<file path="config.mk">
export PLATFORM = sky130hd
export DESIGN_NAME = rotate_right_seq
export DESIGN_NICKNAME = d
export VERILOG_FILES = /design/src/rtl/rotate_right_seq_pkg.sv /design/src/rtl/rotate_right_seq.sv
export SDC_FILE = /design/constraint.sdc
export NUM_CORES = 1
export LEC_CHECK = 0
export ABC_AREA = 1
export CORE_UTILIZATION = 40
export DETAILED_ROUTE_END_ITERATION = 16
export MAX_ROUTING_LAYER = met4
export PLACE_DENSITY = 0.71
export SYNTH_ARGS = -nofsm -noshare
export SYNTH_HDL_FRONTEND = slang
export SYNTH_SLANG_ARGS = --single-unit
export TNS_END_PERCENT = 20
</file>
<file path="constraint.sdc">
create_clock -name clk_i -period 2 [get_ports clk_i]
set_clock_uncertainty 0.2 [all_clocks]
set_input_delay 0.6 -clock clk_i [delete_from_list [all_inputs] [get_ports clk_i]]
set_output_delay 0.6 -clock clk_i [all_outputs]
set_load 0.1 [all_outputs]
</file>
<file path="src/rtl/rotate_right_seq_pkg.sv">
// rtl/rotate_right_seq_pkg.sv - shared state encoding and default widths for the rotator
package rotate_right_seq_pkg;

    localparam int DW_DEF = 8;
    localparam int KW_DEF = 3;

    typedef enum logic [1:0] {
        ST_IDLE  = 2'd0,
        ST_SHIFT = 2'd1,
        ST_DONE  = 2'd2
    } state_t;

endpackage

</file>
<file path="src/rtl/rotate_right_seq.sv">
// rtl/rotate_right_seq.sv - sequential rotate-right, one bit per clock, valid/ready handshake
module rotate_right_seq
    import rotate_right_seq_pkg::*;
#(
    parameter int DW = DW_DEF,
    parameter int KW = KW_DEF
) (
    input  logic          clk_i,
    input  logic          rst_ni,
    input  logic          valid_i,
    output logic          ready_o,
    input  logic [KW-1:0] k_i,
    input  logic [DW-1:0] a_i,
    output logic          valid_o,
    input  logic          ready_i,
    output logic [DW-1:0] y_o,
    output logic          busy_o
);

    state_t        state_q;
    state_t        state_d;
    logic [DW-1:0] sreg_q;
    logic [KW-1:0] cnt_q;
    logic          accept;

    assign accept = valid_i && (state_q == ST_IDLE);

    always_ff @(posedge clk_i or negedge rst_ni) begin
        if (!rst_ni) begin
            state_q <= ST_IDLE;
            sreg_q  <= '0;
            cnt_q   <= '0;
        end else begin
            state_q <= state_d;
            if (accept) begin
                sreg_q <= a_i;
                cnt_q  <= k_i;
            end else if (state_q == ST_SHIFT) begin
                sreg_q <= {sreg_q[0], sreg_q[DW-1:1]};
                // Counter saturates at zero rather than wrapping.
                if (cnt_q != '0) begin
                    cnt_q <= cnt_q - 1'b1;
                end
            end
        end
    end

    always_comb begin
        state_d = state_q;
        case (state_q)
            ST_IDLE: begin
                if (valid_i) begin
                    state_d = (k_i != '0) ? ST_SHIFT : ST_DONE;
                end
            end
            ST_SHIFT: begin
                if (cnt_q <= KW'(1)) begin
                    state_d = ST_DONE;
                end
            end
            ST_DONE: begin
                if (ready_i) begin
                    state_d = ST_IDLE;
                end
            end
            default: state_d = ST_IDLE;
        endcase
    end

    always_comb begin
        ready_o = (state_q == ST_IDLE);
        valid_o = (state_q == ST_DONE);
        busy_o  = (state_q == ST_SHIFT) || (state_q == ST_DONE);
        y_o     = sreg_q;
    end

endmodule
</file>
==> reports/metrics.yaml <==
min_path:
  min_path_type: "flop to flop"
  min_from: "state_q[0]"
  hold_path_end: "state_q[0]"
  hold_depth: 2
yosys:
  ys_ff_latch: 13
  yosys_warnings: 0
  syn_area_um2: 789.5
  synth.distinct_cells: 17
  avgSynthCellArea_um2: 7.665
  ys_seq_area_frac: 0.4120
  synth.net_count: 124
  netlist_instances: 103
grt:
  grt_pass1_wl_um: 3167
  grt_usage: 0.2219
  grt_pass1_vias: 745
  gr-total-overflow: 0
  grt_max_degree: 15
  antenna_found_initial: 0
worst_setup_path:
  crit_chain: "buf_4 -> ha_2 -> buf_12"
  crit_arrival_ns: 1.16
  slowest_stage: "dfrtp_1"
  worstReg2RegStart: "state_q[0]"
  critPathKind: "flop to primary output"
  worst_r2r_endpoint: "y_o[7]"
  cp.required_ns: 1.20
  cp-start-kind: "flop"
  rrSetupSlack_ns: 0.34
  slowest_delay_ns: 0.40
  critPathTopFamily: "flip-flops"
  reg2reg_depth: 5
  endpoint_kind: "primary output"
  critPathMaxFanout: 3
  crit_buf_inv: 2
sta:
  max_clock_freq_ghz: 0.5108
  tightest_slew_ns: 0.2251
  slew_violations: 0
  worst_slack_ns: 0.04241
  timing.slew.headroom: 0.8500
  setup_viol: 0
  rsz0062_at_grt: "true"
  fin_crit_ns: 1.958
  post-route-period-util: 0.9788
  hold_violations: 0
clocking:
  cts_buffer_depth: 2
  numCtsBuffers: 3
  root_buffer: "clkbuf_4"
  numClockSinks: 13
  ctsHoldBuffers: 0
  clk_pin_slew_ns: 0.07
  cts-htree-levels: 1
  worstSkewPairLatency_ns: 0.27
  cts_tree: "done"
place:
  dp.cells: 153
  place_area_um2: 1191
  hpwl_um: 1464
  gp_congestion: 0.8459
  pre_cts_ws_ns: 0.007687
  portBuffers: 25
route:
  first_pass_iters: 4
  drtAntennaViolNets: 0
  drtIter0Drc: 38
  vias: 766
  post_drt_wl_per_cell_um: 11.74
  wl_um: 1866
  drc_errors: 0
  vias_per_cell: 4.818
cells_and_area:
  final_core_util: 0.6982
  stdcell_count: 159
  fillers: 143
  drive_above_1_share: 0.1940
  final_nets: 156
  fin_area_um2: 1245
  mostFrequentLayoutCells: "nand2_1, o21ai_0, inv_1, clkdlybuf4s50_1, dfrtp_1"
  diodes: 0
  final_common_cell: "nand2_1"
  syn2layout_area_growth_pct: 57.69
run:
  maxCapViolCount: 0
die:
  die_height_um: 46.43
  die_w_um: 46.43
  initial_core_util: 0.4428
  core_um2: 1783
  die_area_um2: 2155
  rows: 15
  ios: 26
run_status:
  status: "finished clean"
==> final cells by class <==
cell class | count | area [µm²] | share of cell area
Timing Repair Buffer | 30 | 410.4 | 0.3296
Multi-Input combinational cell | 68 | 380.4 | 0.3055
Clock buffer | 4 | 26.28 | 0.02111
Inverter | 19 | 71.32 | 0.05729
Tap cell | 25 | 31.28 | 0.02513
Sequential cell | 13 | 325.3 | 0.2613
==> worst max path at each step <==
| stage | start | endpoint | slack [ns] | cells past startpoint |
|---|---|---|---|---|
| after detailed placement | valid_i | y_o[7] | 0.008 | 5 |
| after global placement | valid_i | y_o[7] | 0.05 | 5 |
| final | state_q[1] | valid_o | 0.04 | 3 |
| after CTS | state_q[1] | busy_o | 0.02 | 3 |
| after floorplan | state_q[0] | valid_o | -0.05 | 2 |
| after global routing | state_q[0] | busy_o | -0.006 | 3 |
==> tightest hold or removal path: stages, from the launching register on <==
cell     delay [ns]
dfrtp_1        0.38
nand2_1        0.06
nand2_1        0.05
==> state kept, by name (all words and copies together) (netlist names) <==
register / flops
y_o: 8
cnt_q: 3
state_q: 2
==> cells by family (layout without fill, tap and decap cells) <==
logic type,Yosys count,in the layout,synth area share
AND/OR/NAND/NOR,35,35,0.1854
AO/OA/AOI/OAI,27,27,0.1823
buffers and inverters,22,53,0.1252
flip-flops,13,13,0.4120
adder cells (fa/ha/maj),6,6,0.09508
==> cells in the mapped netlist <==
library cell,instances,area [µm²]
buf_6,2,22.52
a21oi_1,4,20.02
o21ai_2,1,8.760
inv_2,1,3.750
a21boi_0,1,7.510
nand3_1,8,40.04
nor2_1,5,18.77
nand2_2,1,6.260
o21ai_0,19,95.09
buf_2,1,5.000
o21ai_1,1,5.000
dfrtp_1,13,325.3
nand2_1,20,75.07
inv_1,18,67.56
o211ai_1,1,7.510
ha_1,6,75.07
or2_0,1,6.260
==> repair_timing <==
item                                    4_1_cts  5_1_grt
gates resized for setup                       3        1
setup buffers                                 1        1
cloned                                        0        0
hold endpoints to repair                      0        0
endpoints found under the setup margin        2        2
pin swaps                                     0        1
==> metrics by stage <==
step	TNS [ns]	hold slack [ns]
2_1_floorplan	-0.04704	0.1044
3_3_place_gp	0	0.2877
3_5_place_dp	0	0.3036
4_1_cts	0	0.3320
5_1_grt	-0.01070	0.3525
6_report	0	0.3239
==> routing by layer <==
metal / wire [µm] / part of all wire / vias to the layer above / GRT usage
met5: 0 / 0 / - / -
met4: 17 / 0.0091 / 0 / 0.07059
met3: 59 / 0.032 / 2 / 0.07059
met2: 959 / 0.51 / 11 / 0.3694
met1: 830 / 0.44 / 366 / 0.2488
li1: - / - / 387 / -
Power is not shown: default switching activity piles up to over one toggle a cycle in this logic, so the estimate is an artifact.
